[config.mk]
export PLATFORM = sky130hd
export DESIGN_NAME = uart_tx_scheduler_flat
export DESIGN_NICKNAME = d
export VERILOG_FILES = /design/src/rtl/uart_tx_scheduler_if.sv /design/src/rtl/uart_tx_scheduler.sv /design/src/flat_wrapper.sv
export SDC_FILE = /design/constraint.sdc
export NUM_CORES = 1
export LEC_CHECK = 0
export ABC_CLOCK_PERIOD_IN_PS = 8500
export BUFFER_PORTS_ARGS = -buffer_cell sky130_fd_sc_hd__buf_2
export CAP_MARGIN = 20
export CORE_ASPECT_RATIO = 0.5
export CORE_UTILIZATION = 65
export DETAILED_ROUTE_END_ITERATION = 16
export GPL_ROUTABILITY_DRIVEN = 0
export GPL_TIMING_DRIVEN = 1
export PLACE_DENSITY = 0.83
export SLEW_MARGIN = 10
export SYNTH_ARGS = -nofsm -noshare
export SYNTH_HDL_FRONTEND = slang
export SYNTH_SLANG_ARGS = --single-unit
[constraint.sdc]
create_clock -name sysclk -period 8.5 [get_ports sysclk]
set_input_delay 1.275 -clock sysclk [delete_from_list [all_inputs] [get_ports sysclk]]
set_output_delay 1.275 -clock sysclk [all_outputs]
set_load 0.05 [all_outputs]
[src/rtl/uart_tx_scheduler_if.sv]
// Core-side store port and uart launch signals of the UART transmit scheduler.
interface uart_tx_scheduler_if #(
  parameter int ADDR_W = 4
);
  logic              wr_en;
  logic [7:0]        wr_data;
  logic              stall_req;
  logic              uart_wr_o;
  logic [7:0]        uart_dat_o;
  logic [ADDR_W:0]   count;
  logic              busy;

  modport master (
    output wr_en, wr_data,
    input  stall_req, uart_wr_o, uart_dat_o, count, busy
  );

  modport slave (
    input  wr_en, wr_data,
    output stall_req, uart_wr_o, uart_dat_o, count, busy
  );
endinterface

[src/rtl/uart_tx_scheduler.sv]
// Queues UART store bytes and launches one per frame time, because the uart
// has no busy output.
//
// state  | meaning
// IDLE   | waiting for a queued byte; pops it on the edge to LAUNCH
// LAUNCH | uart_wr_o high for this single cycle, frame timer loaded
// WAIT   | frame timer counting down to zero, then back to IDLE
module uart_tx_scheduler #(
  parameter int DEPTH        = 16,
  parameter int ADDR_W       = 4,
  parameter int FRAME_CYCLES = 8680
) (
  input  logic               sysclk,
  input  logic               nrst,
  uart_tx_scheduler_if.slave bus
);
  localparam int CNT_W = (FRAME_CYCLES > 2) ? $clog2(FRAME_CYCLES - 1) : 1;

  typedef enum logic [1:0] {
    IDLE   = 2'd0,
    LAUNCH = 2'd1,
    WAIT   = 2'd2
  } state_t;

  state_t            state, state_nxt;
  logic [CNT_W-1:0]  frame_cnt, frame_cnt_nxt;
  logic [7:0]        mem [DEPTH];
  logic [ADDR_W-1:0] head, tail;
  logic [ADDR_W:0]   count;
  logic              wr_o;
  logic [7:0]        dat_o;
  logic              full, push, pop;

  // No bypass: a store against a full FIFO stalls even if a pop happens this edge.
  assign full          = (count == (ADDR_W+1)'(DEPTH));
  assign push          = bus.wr_en & ~full;
  assign bus.stall_req = bus.wr_en & full;

  always_comb begin
    state_nxt     = state;
    frame_cnt_nxt = frame_cnt;
    pop           = 1'b0;
    case (state)
      IDLE: begin
        if (count != '0) begin
          state_nxt = LAUNCH;
          pop       = 1'b1;
        end
      end
      LAUNCH: begin
        frame_cnt_nxt = CNT_W'(FRAME_CYCLES - 2);
        state_nxt     = WAIT;
      end
      WAIT: begin
        if (frame_cnt == '0) state_nxt = IDLE;
        else                 frame_cnt_nxt = frame_cnt - 1'b1;
      end
      default: state_nxt = IDLE;
    endcase
  end

  always_ff @(posedge sysclk or negedge nrst) begin
    if (!nrst) begin
      state     <= IDLE;
      frame_cnt <= '0;
      head      <= '0;
      tail      <= '0;
      count     <= '0;
      wr_o      <= 1'b0;
      dat_o     <= '0;
    end else begin
      state     <= state_nxt;
      frame_cnt <= frame_cnt_nxt;
      wr_o      <= pop;
      if (pop) begin
        dat_o <= mem[head];
        head  <= head + 1'b1;
      end
      if (push) tail <= tail + 1'b1;
      case ({push, pop})
        2'b10:   count <= count + 1'b1;
        2'b01:   count <= count - 1'b1;
        default: count <= count;
      endcase
    end
  end

  // Storage has no reset; only entries between head and tail are ever read.
  always_ff @(posedge sysclk) begin
    if (push) mem[tail] <= bus.wr_data;
  end

  assign bus.uart_wr_o  = wr_o;
  assign bus.uart_dat_o = dat_o;
  assign bus.count      = count;
  assign bus.busy       = (count != '0) || (state != IDLE);
endmodule
[src/flat_wrapper.sv]
// flat-port wrapper written by rule: the top's interface ports become plain ports
module uart_tx_scheduler_flat 
#(
  parameter int DEPTH        = 16,
  parameter int ADDR_W       = 4,
  parameter int FRAME_CYCLES = 8680
)
  (sysclk, nrst, bus_wr_en, bus_wr_data, bus_stall_req, bus_uart_wr_o, bus_uart_dat_o, bus_count, bus_busy);
  uart_tx_scheduler_if #(.ADDR_W(ADDR_W)) bus_i ();
  input  logic sysclk;
  input  logic nrst;
  input wire logic [$bits(bus_i.wr_en)-1:0] bus_wr_en;
  input wire logic [$bits(bus_i.wr_data)-1:0] bus_wr_data;
  output wire logic [$bits(bus_i.stall_req)-1:0] bus_stall_req;
  output wire logic [$bits(bus_i.uart_wr_o)-1:0] bus_uart_wr_o;
  output wire logic [$bits(bus_i.uart_dat_o)-1:0] bus_uart_dat_o;
  output wire logic [$bits(bus_i.count)-1:0] bus_count;
  output wire logic [$bits(bus_i.busy)-1:0] bus_busy;
  assign bus_i.wr_en = bus_wr_en;
  assign bus_i.wr_data = bus_wr_data;
  assign bus_stall_req = bus_i.stall_req;
  assign bus_uart_wr_o = bus_i.uart_wr_o;
  assign bus_uart_dat_o = bus_i.uart_dat_o;
  assign bus_count = bus_i.count;
  assign bus_busy = bus_i.busy;
  uart_tx_scheduler #(.DEPTH(DEPTH), .ADDR_W(ADDR_W), .FRAME_CYCLES(FRAME_CYCLES)) u_core (.sysclk(sysclk), .nrst(nrst), .bus(bus_i));
endmodule
; After elaboration in Yosys (flattened, before gate mapping)
; Memories as Yosys holds them, arrays and structs flattened. A register that Yosys moved wholly into a read port is not among the register bits.
; Index checks and enable logic that the tools add are counted.
[totals]
ff_bits = 30
ramBits = 128
input_bits = 11
output_inout_bits = 16
wordCells = 43
memories = 1
[op_classes]
add_sub_neg = 5
n_eq_ne = 8
n_mux = 10
bitwise_logic = 3
n_reduce_logical = 10
[mem_list]
columns = name, depth, word_bits, rd, rd_ports_with_merged_regs, write_ports, line_no
row1 = u_core.mem, 16, 8, 1, 1, 1, uart_tx_scheduler.sv:27  ; logic [7:0] mem [DEPTH];
[ops]
columns = op, n
row1 = case mux 14 bit (2 select lines), 1
row2 = logical NOT 14 bit, 1
row3 = 2-to-1 mux 14 bit, 1
row4 = subtractor 14 x 1 -> 14 bit (second input constant), 1
row5 = case mux 5 bit (2 select lines), 1
row6 = adder 4 x 1 -> 4 bit (second input constant), 2
row7 = case mux 2 bit (3 select lines), 1
row8 = nonzero test 2 bit, 3
row9 = adder 5 x 1 -> 5 bit (second input constant), 1
row10 = == test 5 bit (second input constant), 1
row11 = nonzero test 5 bit, 1
row12 = subtractor 5 x 1 -> 5 bit (second input constant), 1
row13 = == test 2 x 1 -> 1 bit (second input constant), 2
row14 = == test 2 bit (second input constant), 2
row15 = 2-to-1 mux 1 bit, 4
row16 = 2-to-1 mux 2 bit, 2
row17 = != test 2 x 1 -> 1 bit (second input constant), 2
row18 = AND reduction 2 bit, 2
row19 = bitwise AND 1 bit, 2
row20 = logical NOT 2 bit, 1
row21 = != test 2 bit (second input constant), 1
row22 = logical NOT 1 bit, 1
row23 = logical OR 1 bit, 1
row24 = inverter 1 bit, 1

; Longest topological paths before layout
; Gate-level depths: netlist (run 1).
[logic_depth]
word_depth = 5
ltp_mapped = 13
mapped_depth_nobuf = 10

; Worst setup path after synthesis (run 1)
; OpenSTA, ideal clock, no wires.
[synth_timing]
path_type = input -> register
start = input port bus_wr_en
end = register u_core.count[4] (netlist: u_core.bus.count[4])
setup_time_ps = 125
t_arrival_ps = 3303
required_time_ps = 8375
slack_ps = 5072
stages = 10
n_path_buf = 1
cell_sequence = a21boi_1 inv_1 ha_1 clkbuf_1 xor2_1 ha_1 a21o_1 a22oi_1 nor3_1 a2111oi_0
[synth_between]
elab_chain_cells = 3
elab_cells_between_ends = 5
cone_classes = eq/ne (2) / mux (1) / bitwise (1) / reduce/logical (1)
[synth_rtl]
columns = item, line_no
row1 = start: declaration, flat_wrapper.sv:12  ; input wire logic [$bits(bus_i.wr_en)-1:0] bus_wr_en;
row2 = bitwise AND 1 bit (*), uart_tx_scheduler.sv:36  ; assign push = bus.wr_en & ~full;
row3 = == test 2 x 1 -> 1 bit or == test 2 bit (tied branches), uart_tx_scheduler.sv:80  ; case ({push, pop})
row4 = case mux 5 bit (2 select lines) or nonzero test 2 bit (tied branches), n/a
row5 = end signal: assignment, uart_tx_scheduler.sv:81  ; 2'b10: count <= count + 1'b1;
row6 = end signal: assignment, uart_tx_scheduler.sv:82  ; 2'b01: count <= count - 1'b1;
row7 = end signal: assignment, uart_tx_scheduler.sv:83  ; default: count <= count;
row8 = end: declaration, uart_tx_scheduler.sv:29  ; logic [ADDR_W:0] count;
; Every way passes the cells marked *; elsewhere a longest branch is shown, timed or not.
; A chain may end at the register's enable or synchronous reset.

; Worst setup path after layout (run 1)
[layout_timing]
start = register u_core.count[2] (netlist: u_core.bus.count[2])
end = register u_core.count[4] (netlist: u_core.bus.count[4])
[layout_between]
elab_chain_cells = 5
elab_cells_between_ends = 12
cone_classes = add/sub (2) / eq/ne (3) / mux (3) / bitwise (2) / reduce/logical (2)
[layout_rtl]
columns = item, line_no
row1 = nonzero test 5 bit (*), uart_tx_scheduler.sv:45  ; if (count != '0) begin
row2 = 2-to-1 mux 1 bit (*), uart_tx_scheduler.sv:45
row3 = 2-to-1 mux 1 bit (*), uart_tx_scheduler.sv:43  ; case (state)
row4 = named net u_core.pop, uart_tx_scheduler.sv:32  ; logic full, push, pop;
row5 = == test 2 x 1 -> 1 bit or == test 2 bit (tied branches), uart_tx_scheduler.sv:80
row6 = case mux 5 bit (2 select lines) or nonzero test 2 bit (tied branches), n/a
; The timed path passes the listed nets; every way through them passes the cells marked *.

==> results of run 1 <==
-- sequential cells by signal, summed over array words and instances (netlist names) --
signal                 cells
u_core.mem               128
u_core.head                4
u_core.bus.count           5
u_core.state               2
u_core.bus.uart_dat_o      8
u_core.frame_cnt          14
u_core.tail                4
u_core.bus.uart_wr_o       1
-- synth_stat cells (all sizes together) (10+ instances only) --
master  instances
edfxtp        128
dfrtp          38
mux4           32
nand2          18
nor2           18
a21oi          15
buf            15
o21ai          11
ha             10
inv            10
mux2i          10
nor2b          10
-- worst min path at each step --
| stage | from | endpoint | slack (ns) | depth (start not counted) |
|---|---|---|---|---|
| finish | u_core.bus.uart_dat_o[3]$_DFFE_PN0P_ | u_core.bus.uart_dat_o[3]$_DFFE_PN0P_ | 0.52 | 1 |
| global route | u_core.bus.uart_dat_o[3]$_DFFE_PN0P_ | u_core.bus.uart_dat_o[3]$_DFFE_PN0P_ | 0.55 | 1 |
| CTS | u_core.bus.uart_dat_o[3]$_DFFE_PN0P_ | u_core.bus.uart_dat_o[3]$_DFFE_PN0P_ | 0.51 | 1 |
| detailed placement | u_core.bus.uart_dat_o[3]$_DFFE_PN0P_ | u_core.bus.uart_dat_o[3]$_DFFE_PN0P_ | 0.49 | 1 |
| global placement | u_core.bus.uart_dat_o[5]$_DFFE_PN0P_ | u_core.bus.uart_dat_o[5]$_DFFE_PN0P_ | 0.49 | 1 |
| floorplan | u_core.frame_cnt[9]$_DFFE_PN0P_ | u_core.frame_cnt[9]$_DFFE_PN0P_ | 0.47 | 1 |
-- cell type report --
cell class                      count  area, sq um
Sequential cell                   166         4800
Timing Repair Buffer               32          180
Multi-Input combinational cell    216         2000
Inverter                           10         37.5
Tap cell                          140          175
Clock buffer                       19          433
Clock inverter                     13         96.3
Fill cell                         558         2600
-- worst register-to-register path: stages (launching register included) --
cell and delay (ns):
dfrtp_1 0.50, nor4_2 0.47, a211o_1 0.65, inv_1 0.26, ha_1 0.38, xor2_1 0.20
ha_1 0.24, a21o_1 0.19, a22oi_1 0.23, nor3_1 0.08, a2111oi_0 0.44
-- per-layer routing --
layer  track usage (%)  vias to the layer above
met5                 0                        -
met4              13.4                        0
met3              7.03                       26
met2              48.0                      261
met1              39.4                     2038
li1                  -                     1689
-- cell usage in the layout (no fill, tap or decap), types with 2 or more instances in the layout --
| master | Yosys | layout |
|---|---|---|
| a21oi_1 | 15 | 15 |
| a31oi_1 | 2 | 2 |
| nand2b_1 | 6 | 6 |
| inv_1 | 10 | 10 |
| or4_1 | 6 | 6 |
| inv_6 | 0 | 6 |
| nor4_1 | 3 | 3 |
| nor3_1 | 8 | 7 |
| clkinv_4 | 0 | 2 |
| xnor2_1 | 7 | 7 |
| nor2b_1 | 10 | 10 |
| nor4b_1 | 2 | 2 |
| nand4_1 | 2 | 2 |
| nand3_1 | 8 | 8 |
| o21ai_0 | 10 | 10 |
| xor2_1 | 4 | 4 |
| o31ai_1 | 4 | 4 |
| mux4_2 | 23 | 23 |
| nor2_1 | 18 | 18 |
| ha_1 | 10 | 10 |
| and4_1 | 2 | 2 |
| buf_2 | 8 | 29 |
| or2_2 | 2 | 2 |
| a21o_1 | 2 | 2 |
| a22o_1 | 8 | 8 |
| buf_4 | 2 | 2 |
| and3_1 | 4 | 4 |
| clkbuf_16 | 0 | 17 |
| edfxtp_1 | 128 | 128 |
| clkbuf_1 | 5 | 2 |
| mux2i_1 | 10 | 10 |
| dfrtp_1 | 38 | 37 |
| mux4_1 | 9 | 9 |
| a211o_1 | 9 | 9 |
| nand2_1 | 18 | 18 |
| clkinv_2 | 0 | 3 |
-- through the flow --
step                      std cells  area [sq um]
final                           596          7720
after global routing            596          7720
after CTS                       593          7680
after detailed placement        561          7150
after global placement          560          7150
after floorplan                 413          6960
-- power by group through the flow --
stage                     Combinational [mW]  Clock, mW  Sequential (mW)
after floorplan                        0.143          0             1.04
after global placement                 0.216          0             1.02
after detailed placement               0.228          0             1.03
after CTS                              0.233      0.707             1.02
after global routing                   0.253      0.740             1.03
final                                  0.235      0.701             1.02
-- cells by family (layout without fill, tap and decap cells) --
logic type / count (synthesis) / in the layout
compound gates: 59 / 59
xor+xnor: 11 / 11
fa+ha+maj: 10 / 10
buf+inv: 31 / 74
flops: 166 / 166
mux: 43 / 43
simple gates: 93 / 93
==> metrics.md, run 1 <==
| Metric | Value |
|---|---|
| Leak | `around 2.8 nW` |
| Ports | `27` |
| Share of the synthesized area in the top cell type | `55.3%` |
| Status | `complete, no violations` |
| Vias in the first global route | `3,899` |
| CTS tree | `yes` |
| Avg Inst Size Synth | `~17 sq um` |
| PwrDens | `253 nW/um^2` |
| Initial Util | `67.5%` |
| Post-CTS Hold Fix Bufs | `0` |
| Tmin final | `3.79 ns` |
| Die ar. | `11,100 sq um` |
| Portion of netlist area occupied by mux cells | `12.4%` |
| Highest routing layer actually used | `met4` |
| Max-cap viol count | `0` |
| ANT nets after route | `0` |
| CP max stage delay | `0.65 ns` |
| Synth Register Bits | `~170` |
| Sequential share of power | `52.2%` |
| Final Hold Viols | `0` |
| Sequential element share of the synthesized area | `68.9%` |
| Worst-margin pin slew | `0.958 ns` |
| Worst EP required | `8.77 ns` |
| Critical Path Source Type | `register` |
| Post-Place Setup Slack | `4.52 ns` |
| IO buf count | `26` |
| Top_reg_cell synth | `edfxtp_1` |
| Critical path depth | `10` |
| Largest net degree at the start of global routing | `39` |
| DRT met1 WL | `5660 um` |
| Largest area contributor in the synthesized netlist | `edfxtp_1` |
| Vias | `4,014` |
| Clk pwr share | `35.8%` |
| Cell family with most CP delay | `compound AO/OA/AOI/OAI gates` |
| Clk Latency, worst-skew pair | `0.43 ns` |
| Synth Area in Simple Gates | `7.23%` |
| Chip height | `75.2 um` |
| Clk_skew | `about 0.0066 ns` |
| Residual DRC | `0` |
| Critical R2R Capture | `u_core.bus.count[4]$_DFFE_PN0P_` |
| Fmax | `0.264 GHz` |
| Share of layout cells above drive strength 1 | `19.7%` |
| Sink Count | `between 150 and 200` |
| Synth Warn # | `0` |
| Worst min-delay path class | `register to register` |
| Ranking of synthesized cells by area | `edfxtp_1, dfrtp_1, mux4_2` |
| Pint | `1.41 mW` |
| Met3 Wirelength | `about 1600 um` |
| Final Max Tran Viols | `0` |
| CTS resizes | `0` |
| Metal2 WL | `7470 um` |
| Worst path cell trace | `nor4_2 -> a211o_1 -> inv_1 -> ha_1 -> xor2_1 -> ha_1 -> a21o_1 -> a22oi_1 -> nor3_1 -> a2111oi_0` |
| First-pass GRT wire length | `22,700 um` |
| Worst R2R Path Depth | `10` |
| TritonCTS buffer count | `17` |
| CTS clock-pin slew for the worst setup and hold paths | `0.06 ns` |
| 1st-pass router iterations | `5` |
| Xor/xnor cell area share of the yosys netlist | `1.38%` |
| Post-Synth Adder-Cell Area | `1.80%` |
| Buf+Inv Stages, Crit Path | `1` |
| Sw frac | `27.8%` |
| Ant. Diodes | `0` |
| WL final | `15,000 um` |
| Slew Limit Headroom | `between 30% and 40%` |
| H-Tree Level Count | `4` |
| Core box area | `10,300 sq um` |
| Critical Path End Type | `register` |
| Synth unique cells | `50` |
| Arrival time at the worst endpoint | `4.06 ns` |
| Final setup vio count | `0` |
| Setup WS post-layout | `4.71 ns` |
| Crit-path max FO | `20` |
| Worst-path cell with the longest stage delay | `a211o_1` |
| Wire per inst | `25.2 um` |
| Net Sw Power | `approximately 0.54 mW` |
| WHS | `0.522 ns` |
| Fin crit share | `44.6%` |
| R2R Path Start | `u_core.bus.count[2]$_DFFE_PN0P_` |
| Mapped Cells | `413` |
| RSZ-0062 raised after global routing | `no` |
| CP startpoint | `u_core.bus.count[2]$_DFFE_PN0P_` |
| Die X | `148 um` |
| Async set-reset flop share out of synthesis | `a little under a quarter` |
| Pwr Total | `1.96 mW` |
| Initial antenna violation count | `0` |
| 1st-iter DRT viols | `395` |
| Post-DP HPWL | `8620 um` |
| Postcts setup bufs | `0` |
| WS Path Type | `register to register` |
| Synthesized Nets | `434` |
| Compound-Gate Fraction of Synth Area | `5.79%` |
| VDD IR max | `0.135 mV` |
| Std-Cell Rows | `26` |
| Last element of the critical path | `u_core.bus.count[4]$_DFFE_PN0P_` |
| Final nets | `between 400 and 500` |
| CTS root buf | `clkbuf_16` |
| Setup TNS | `0 ns` |
| Layout area overhead | `10.9%` |
| Most frequent CP cell | `ha_1` |
| Tot GR Track Use | `29.6%` |
| Largest family of logic cells by synthesized area | `multiplexers` |
| Comb pwr share | `12.0%` |
| Remaining global-route overflow | `0` |
| Mapped Area | `~7000 sq um` |
| Max Root-Sink Buffers | `2` |
| R2R setup slack | `4.71 ns` |
| Vias per cell | `~6.7` |
| Post-synth EDFFs | `128` |
| Core Util, Final | `74.8%` |
No activity file was read; power rests on OpenSTA's default activity.
==> inputs of run 2 (changes only) <==
--- a/config.mk
+++ b/config.mk
@@ -5,15 +5,15 @@
 export SDC_FILE = /design/constraint.sdc
 export NUM_CORES = 1
 export LEC_CHECK = 0
-export ABC_CLOCK_PERIOD_IN_PS = 8500
+export ABC_CLOCK_PERIOD_IN_PS = 3600
 export BUFFER_PORTS_ARGS = -buffer_cell sky130_fd_sc_hd__buf_2
 export CAP_MARGIN = 20
 export CORE_ASPECT_RATIO = 0.5
-export CORE_UTILIZATION = 65
+export CORE_UTILIZATION = 61
 export DETAILED_ROUTE_END_ITERATION = 16
 export GPL_ROUTABILITY_DRIVEN = 0
 export GPL_TIMING_DRIVEN = 1
-export PLACE_DENSITY = 0.83
+export PLACE_DENSITY = 0.79
 export SLEW_MARGIN = 10
 export SYNTH_ARGS = -nofsm -noshare
 export SYNTH_HDL_FRONTEND = slang
==> constraint.sdc (replaced) <==
create_clock -name sysclk -period 3.6 [get_ports sysclk]
set_input_delay 0.54 -clock sysclk [delete_from_list [all_inputs] [get_ports sysclk]]
set_output_delay 0.54 -clock sysclk [all_outputs]
set_load 0.05 [all_outputs]
==> run 2 against run 1 <==
  * Register-to-register slack worse by 4.3 ns
  * Die area increased by 6.4%
  * Sequential share of layout area is 0.89 points lower
  * First-iteration DRC count fell by 8.9%
  * Critical path depth unchanged
  * Final area grew 1.5%
  * Setup slack got worse by 4.3 ns
  * Combinational power is 140% higher
  * Flip-flop and latch count unchanged
  * Final cell count up 2.2%
  * Clock skew increased by 0.0074 ns
  * Largest cell class unchanged
==> metrics.md, run 2 (same netlist as run 1, synthesis figures left out) <==
| Metric | Value |
|---|---|
| DP Area | `7240 sq um (was 7150 sq um)` |
| Postcts setup bufs | `0 (unchanged)` |
| Sink Count | `166 (unchanged)` |
| Final Max Tran Viols | `0 (unchanged)` |
| Tot GR Track Use | `25.9% (was 29.6%)` |
| Most frequent cells in the layout | `edfxtp_1, dfrtp_1, buf_2 (unchanged)` |
| Std-Cell Rows | `27 (was 26)` |
| Fmax | `0.316 GHz (was 0.264 GHz)` |
| Fin crit share | `87.8% (was 44.6%)` |
| Design area | `7830 sq um (was 7720 sq um)` |
| Largest reg by FF count | `u_core.mem (unchanged)` |
| Vias | `3,976 (was 4,014)` |
| TritonCTS buffer count | `17 (unchanged)` |
| Slew Limit Headroom | `41.3% (was 35.9%)` |
| Status | `complete, no violations (unchanged)` |
| 1st-iter DRT viols | `360 (was 395)` |
| Final Hold Viols | `0 (unchanged)` |
| Max Root-Sink Buffers | `2 (unchanged)` |
| Post-DP HPWL | `8570 um (was 8620 um)` |
| Fillers | `661 (was 558)` |
| Setup TNS | `0 ns (unchanged)` |
| Remaining global-route overflow | `0 (unchanged)` |
| WS Path Type | `register to register (unchanged)` |
| Vias per cell | `6.53 (was 6.73)` |
| Clk Latency, worst-skew pair | `0.44 ns (was 0.43 ns)` |
| PwrDens | `603 nW/um^2 (was 253 nW/um^2)` |
| IO buf count | `26 (unchanged)` |
| Worst min-delay path class | `input port to asynchronous set/reset pin (was register to register)` |
| Layout area overhead | `12.5% (was 10.9%)` |
| Final setup vio count | `0 (unchanged)` |
| Ant. Diodes | `0 (unchanged)` |
| Die X | `153 um (was 148 um)` |
| 1st-pass router iterations | `5 (unchanged)` |
| Largest net degree at the start of global routing | `39 (unchanged)` |
| CTS clock-pin slew for the worst setup and hold paths | `0.07 ns (was 0.06 ns)` |
| Core box area | `11,000 sq um (was 10,300 sq um)` |
| Most common cell after layout, fill and taps aside | `edfxtp_1 (unchanged)` |
| VDD IR max | `0.360 mV (was 0.135 mV)` |
| Initial Util | `63.0% (was 67.5%)` |
| R2R setup slack | `0.44 ns (was 4.71 ns)` |
| Final nets | `472 (was 464)` |
| Arrival time at the worst endpoint | `3.44 ns (was 4.06 ns)` |
| Wire per inst | `22.9 um (was 25.2 um)` |
| Critical Path End Type | `register (unchanged)` |
| Chip height | `77.5 um (was 75.2 um)` |
| Residual DRC | `0 (unchanged)` |
| Max-cap viol count | `0 (unchanged)` |
| ANT nets after route | `0 (unchanged)` |
| RSZ-0062 raised after global routing | `no (unchanged)` |
| Share of layout cells above drive strength 1 | `21.8% (was 19.7%)` |
| Worst-margin pin slew | `0.880 ns (was 0.958 ns)` |
| WL final | `13,900 um (was 15,000 um)` |
| H-Tree Level Count | `4 (unchanged)` |
| Initial antenna violation count | `0 (unchanged)` |
| Worst EP required | `3.88 ns (was 8.77 ns)` |
| Pwr Total | `4.72 mW (was 1.96 mW)` |
| Tmin final | `3.16 ns (was 3.79 ns)` |
| Vias in the first global route | `3,961 (was 3,899)` |
| Ports | `27 (unchanged)` |
| CTS root buf | `clkbuf_16 (unchanged)` |
| Critical Path Source Type | `register (unchanged)` |
| Crit-path max FO | `10 (was 20)` |
| Largest register FFs | `128 (unchanged)` |
| Clk_skew | `0.0140 ns (was 0.00663 ns)` |
| CTS tree | `yes (unchanged)` |
| Leak | `2.85 nW (was 2.79 nW)` |
| Die ar. | `11,900 sq um (was 11,100 sq um)` |
| First-pass GRT wire length | `22,200 um (was 22,700 um)` |
## run 2: cell count changes in the layout (fill, tap and decap cells not counted), sizes merged
cell,previous run,this run
buf,32,40
clkbuf,19,17
inv,16,18
clkinv,6,7
clkinvlp,1,0
## run 2: power by group
part           switching, mW  total (mW)  internal [mW]
clock                  0.830        1.76          0.925
combinational          0.373       0.560          0.187
sequential             0.138        2.40           2.26
total                   1.34        4.72           3.38
## run 2: layer usage
layer / track usage (%) / wire (um) / part of all wire (%)
met1: 35.2 / 5820 / 42
met4: 9.60 / 201 / 1.4
met2: 40.4 / 6790 / 49
met3: 7.32 / 1130 / 8.1
met5: 0 / 0 / 0
## run 2: repair_timing
action | 4_1_cts | 5_1_grt
gates resized for setup | 0 | 1
setup endpoints to repair | 0 | 1
hold buffers | 0 | 0
## run 2: per-stage QoR
| stage | std cells | setup slack [ns] | hold WS [ns] | utilization, % |
|---|---|---|---|---|
| floorplan | 413 | 0.373 | 0.244 | - |
| global placement | 577 | 0.694 | 0.483 | 65.6 |
| detailed placement | 577 | 0.392 | 0.490 | 65.6 |
| CTS | 609 | 0.373 | 0.251 | 70.8 |
| global route | 609 | 0.128 | 0.294 | 70.9 |
| finish | 609 | 0.438 | 0.217 | 70.9 |
## run 2: final timing paths
kind | depth (start not counted) | from | to
setup / recovery | 10 | u_core.bus.count[2]$_DFFE_PN0P_ | u_core.bus.count[4]$_DFFE_PN0P_
hold / removal | 1 | nrst | u_core.bus.count[0]$_DFFE_PN0P_
setup reg to reg | 10 | u_core.bus.count[2]$_DFFE_PN0P_ | u_core.bus.count[4]$_DFFE_PN0P_
hold reg to reg | 1 | u_core.bus.uart_dat_o[6]$_DFFE_PN0P_ | u_core.bus.uart_dat_o[6]$_DFFE_PN0P_
max in group asynchronous | 1 | nrst | u_core.head[0]$_DFFE_PN0P_
min in group sysclk | 1 | bus_wr_data[3] | u_core.mem[7][3]$_DFFE_PP_
## run 2: area by class of cell
cell class              count  area [sq um]  share of cell area (%)
clock buffers              17           425                    5.43
repair buffers             40           235                    3.00
well taps                 145           181                    2.32
inverters                  10          37.5                   0.479
flip-flops and latches    166          4800                    61.3
clock inverters            15           156                    2.00
multi-input cells         216          2000                    25.5
## run 2: worst max-delay path, cell delays in order, from the launching register on
cell and delay (ns):
dfrtp_1 0.50, nor4_2 0.50, a211o_1 0.21, inv_1 0.10, ha_1 0.32, xor2_1 0.20
ha_1 0.24, a21o_1 0.19, a22oi_1 0.25, nor3_1 0.08, a2111oi_0 0.42
==> inputs of run 3 (changes only) <==
--- a/config.mk
+++ b/config.mk
@@ -5,15 +5,16 @@
 export SDC_FILE = /design/constraint.sdc
 export NUM_CORES = 1
 export LEC_CHECK = 0
-export ABC_CLOCK_PERIOD_IN_PS = 3600
-export BUFFER_PORTS_ARGS = -buffer_cell sky130_fd_sc_hd__buf_2
+export ABC_CLOCK_PERIOD_IN_PS = 3700
+export BUFFER_PORTS_ARGS = -buffer_cell sky130_fd_sc_hd__buf_4
 export CAP_MARGIN = 20
 export CORE_ASPECT_RATIO = 0.5
-export CORE_UTILIZATION = 61
+export CORE_MARGIN = 4
+export CORE_UTILIZATION = 65
 export DETAILED_ROUTE_END_ITERATION = 16
 export GPL_ROUTABILITY_DRIVEN = 0
 export GPL_TIMING_DRIVEN = 1
-export PLACE_DENSITY = 0.79
+export PLACE_DENSITY = 0.83
 export SLEW_MARGIN = 10
 export SYNTH_ARGS = -nofsm -noshare
 export SYNTH_HDL_FRONTEND = slang
==> constraint.sdc (replaced) <==
create_clock -name sysclk -period 3.7 [get_ports sysclk]
set_input_delay 0.555 -clock sysclk [delete_from_list [all_inputs] [get_ports sysclk]]
set_output_delay 0.555 -clock sysclk [all_outputs]
set_load 0.05 [all_outputs]
==> run 3 against run 2 <==
  * Count of clock-buffer cells in the layout did not move
  * Combinational power rose by 0.7%
  * Sequential power fell by 2%
  * Final cell count fell by 1.5%
  * Routed wire length fell by 0.10%
  * First-iteration DRC count rose by 10%
  * Fmax fell by 3.2%
  * Via count fell by 1.3%
  * Highest routed layer unchanged
  * Final area fell by 0.14%
  * Worst hold slack got worse by 0.12 ns
  * Global-route usage fell by 1.8 points
  * Die area rose by 5.6%
==> metrics.md, run 3 (same netlist as run 1, synthesis figures left out) <==
| Metric | Value |
|---|---|
| Max Root-Sink Buffers | `2 (unchanged)` |
| Comb pwr share | `12.5% (was 11.9%)` |
| Die ar. | `12,500 sq um (was 11,900 sq um)` |
| Arrival time at the worst endpoint | `3.55 ns (was 3.44 ns)` |
| Final Max Tran Viols | `0 (unchanged)` |
| Critical R2R Capture | `u_core.bus.count[4]$_DFFE_PN0P_ (unchanged)` |
| Last element of the critical path | `u_core.bus.count[4]$_DFFE_PN0P_ (unchanged)` |
| Final nets | `468 (was 472)` |
| Slew Limit Headroom | `26.3% (was 41.3%)` |
| Vias in the first global route | `3,900 (was 3,961)` |
| WS Path Type | `register to register (unchanged)` |
| Clk_skew | `0.00895 ns (was 0.0140 ns)` |
| Final Hold Viols | `0 (unchanged)` |
| Worst path cell trace | `nor4_2 -> a21boi_1 -> inv_1 -> ha_1 -> xor2_1 -> ha_1 -> a21o_1 -> a22oi_1 -> o211a_1 -> a2111oi_0 (was nor4_2 -> a211o_1 -> inv_1 -> ha_1 -> xor2_1 -> ha_1 -> a21o_1 -> a22oi_1 -> nor3_1 -> a2111oi_0)` |
| VDD IR max | `0.342 mV (was 0.360 mV)` |
| Worst min-delay path class | `input port to asynchronous set/reset pin (unchanged)` |
| Crit-path max FO | `10 (unchanged)` |
| Initial antenna violation count | `0 (unchanged)` |
| Most common cell after layout, fill and taps aside | `edfxtp_1 (unchanged)` |
| Chip height | `81.2 um (was 77.5 um)` |
| ANT nets after route | `0 (unchanged)` |
| Clk Latency, worst-skew pair | `0.42 ns (was 0.44 ns)` |
| Setup TNS | `0 ns (unchanged)` |
| RSZ-0062 raised after global routing | `no (unchanged)` |
| Net Sw Power | `1.25 mW (was 1.34 mW)` |
| Largest reg by FF count | `u_core.mem (unchanged)` |
| Postcts setup bufs | `0 (unchanged)` |
| 1st-iter DRT viols | `397 (was 360)` |
| Max-cap viol count | `0 (unchanged)` |
| WL final | `13,900 um (about the same)` |
| Final setup vio count | `0 (unchanged)` |
| Leak | `2.82 nW (was 2.85 nW)` |
| Remaining global-route overflow | `0 (unchanged)` |
| First-pass GRT wire length | `22,100 um (was 22,200 um)` |
| Cells after DPL | `568 (was 577)` |
| Post-CTS Hold Fix Bufs | `0 (unchanged)` |
| CTS resizes | `0 (unchanged)` |
| Worst-margin pin slew | `1.11 ns (was 0.880 ns)` |
| Ant. Diodes | `0 (unchanged)` |
| Fmax | `0.306 GHz (was 0.316 GHz)` |
| Status | `complete, no violations (unchanged)` |
| Ports | `27 (unchanged)` |
| Initial Util | `67.5% (was 63.0%)` |
| Sw frac | `27.7% (was 28.4%)` |
| Wire per inst | `23.2 um (was 22.9 um)` |
| Sink Count | `166 (unchanged)` |
| 1st-pass router iterations | `5 (unchanged)` |
| Share of layout cells above drive strength 1 | `20.4% (was 21.8%)` |
| CP max stage delay | `0.48 ns (was 0.50 ns)` |
| Core box area | `10,300 sq um (was 11,000 sq um)` |
| Critical Path Source Type | `register (unchanged)` |
| PwrDens | `579 nW/um^2 (was 603 nW/um^2)` |
| Worst EP required | `3.98 ns (was 3.88 ns)` |
| R2R Path Start | `u_core.bus.count[2]$_DFFE_PN0P_ (unchanged)` |
| Layout Cells excl Fill | `600 (was 609)` |
| Die X | `154 um (was 153 um)` |
| CP startpoint | `u_core.bus.count[2]$_DFFE_PN0P_ (unchanged)` |
| R2R setup slack | `0.43 ns (was 0.44 ns)` |
| Fin crit share | `88.3% (was 87.8%)` |
| Residual DRC | `0 (unchanged)` |
| Most frequent cells in the layout | `edfxtp_1, dfrtp_1, buf_4 (was edfxtp_1, dfrtp_1, buf_2)` |
| Post-DP HPWL | `8530 um (was 8570 um)` |
| Cell family with most CP delay | `compound AO/OA/AOI/OAI gates (unchanged)` |
| Worst-path cell with the longest stage delay | `dfrtp_1 (unchanged)` |
| Std-Cell Rows | `26 (was 27)` |
| WHS | `0.0983 ns (was 0.217 ns)` |
| Critical Path End Type | `register (unchanged)` |
| Vias | `3,926 (was 3,976)` |
| Tot GR Track Use | `24.1% (was 25.9%)` |
| Largest register FFs | `128 (unchanged)` |
| Critical path depth | `10 (unchanged)` |
| Clk pwr share | `35.9% (was 37.2%)` |
| Tmin final | `3.27 ns (was 3.16 ns)` |
| Sequential share of power | `51.6% (was 50.9%)` |
| CTS root buf | `clkbuf_16 (unchanged)` |
| CTS tree | `yes (unchanged)` |
| Buf+Inv Stages, Crit Path | `1 (unchanged)` |
| Pint | `3.28 mW (was 3.38 mW)` |
| Fillers | `572 (was 661)` |
| Vias per cell | `6.54 (was 6.53)` |
| Largest net degree at the start of global routing | `39 (unchanged)` |
| CTS clock-pin slew for the worst setup and hold paths | `0.06 ns (was 0.07 ns)` |
| TritonCTS buffer count | `17 (unchanged)` |
| Worst R2R Path Depth | `10 (unchanged)` |
| Layout area overhead | `12.4% (was 12.5%)` |
| IO buf count | `26 (unchanged)` |
| H-Tree Level Count | `4 (unchanged)` |
| Most frequent CP cell | `ha_1 (unchanged)` |
run 3: changes by cell type in the layout (fill, tap and decap cells not counted), sizes merged:
cell | before | now
clkinvlp | 0 | 3
buf | 40 | 36
clkinv | 7 | 5
inv | 18 | 17
run 3: worst min path at each step:
stage	start	slack, ns	end
after floorplan	nrst	0.26	u_core.bus.count[0]$_DFFE_PN0P_
after global placement	u_core.frame_cnt[9]$_DFFE_PN0P_	0.49	u_core.frame_cnt[9]$_DFFE_PN0P_
after detailed placement	u_core.frame_cnt[9]$_DFFE_PN0P_	0.50	u_core.frame_cnt[9]$_DFFE_PN0P_
after CTS	nrst	0.10	u_core.bus.count[4]$_DFFE_PN0P_
after global routing	nrst	0.13	u_core.tail[1]$_DFFE_PN0P_
final	nrst	0.1	u_core.bus.count[4]$_DFFE_PN0P_
run 3: final cells by class:
| type | instances | area [sq um] | share of cell area (%) |
|---|---|---|---|
| Multi-Input combinational cell | 216 | 1990 | 25.5 |
| Tap cell | 140 | 175 | 2.24 |
| Clock inverter | 15 | 120 | 1.54 |
| Sequential cell | 166 | 4800 | 61.3 |
| Inverter | 10 | 37.5 | 0.480 |
| Clock buffer | 17 | 425 | 5.44 |
| Timing Repair Buffer | 36 | 270 | 3.46 |
run 3: layer usage:
metal / track usage [%] / share of wire (%) / vias up
li1: - / - / 1708
met1: 32.9 / 41 / 1973
met2: 39.3 / 49 / 218
met3: 6.76 / 8.8 / 27
met4: 6.34 / 1.5 / 0
met5: 0 / 0 / -
run 3: power groups by stage:
stage	Sequential (mW)	Combinational [mW]	Clock, mW
2_1_floorplan	2.38	0.328	0
3_3_place_gp	2.34	0.520	0
3_5_place_dp	2.37	0.555	0
4_1_cts	2.33	0.559	1.65
5_1_grt	2.35	0.611	1.74
6_report	2.34	0.564	1.63
run 3: per-stage QoR:
step                cell area (sq um)  utilization [%]  total power [mW]  setup slack [ns]
finish                           7820             75.8              4.53             0.435
global route                     7820             75.8              4.71             0.178
CTS                              7820             75.8              4.54             0.491
detailed placement               7270             70.5              2.92             0.534
global placement                 7270             70.5              2.86             0.779
floorplan                        6960                -              2.71             0.473
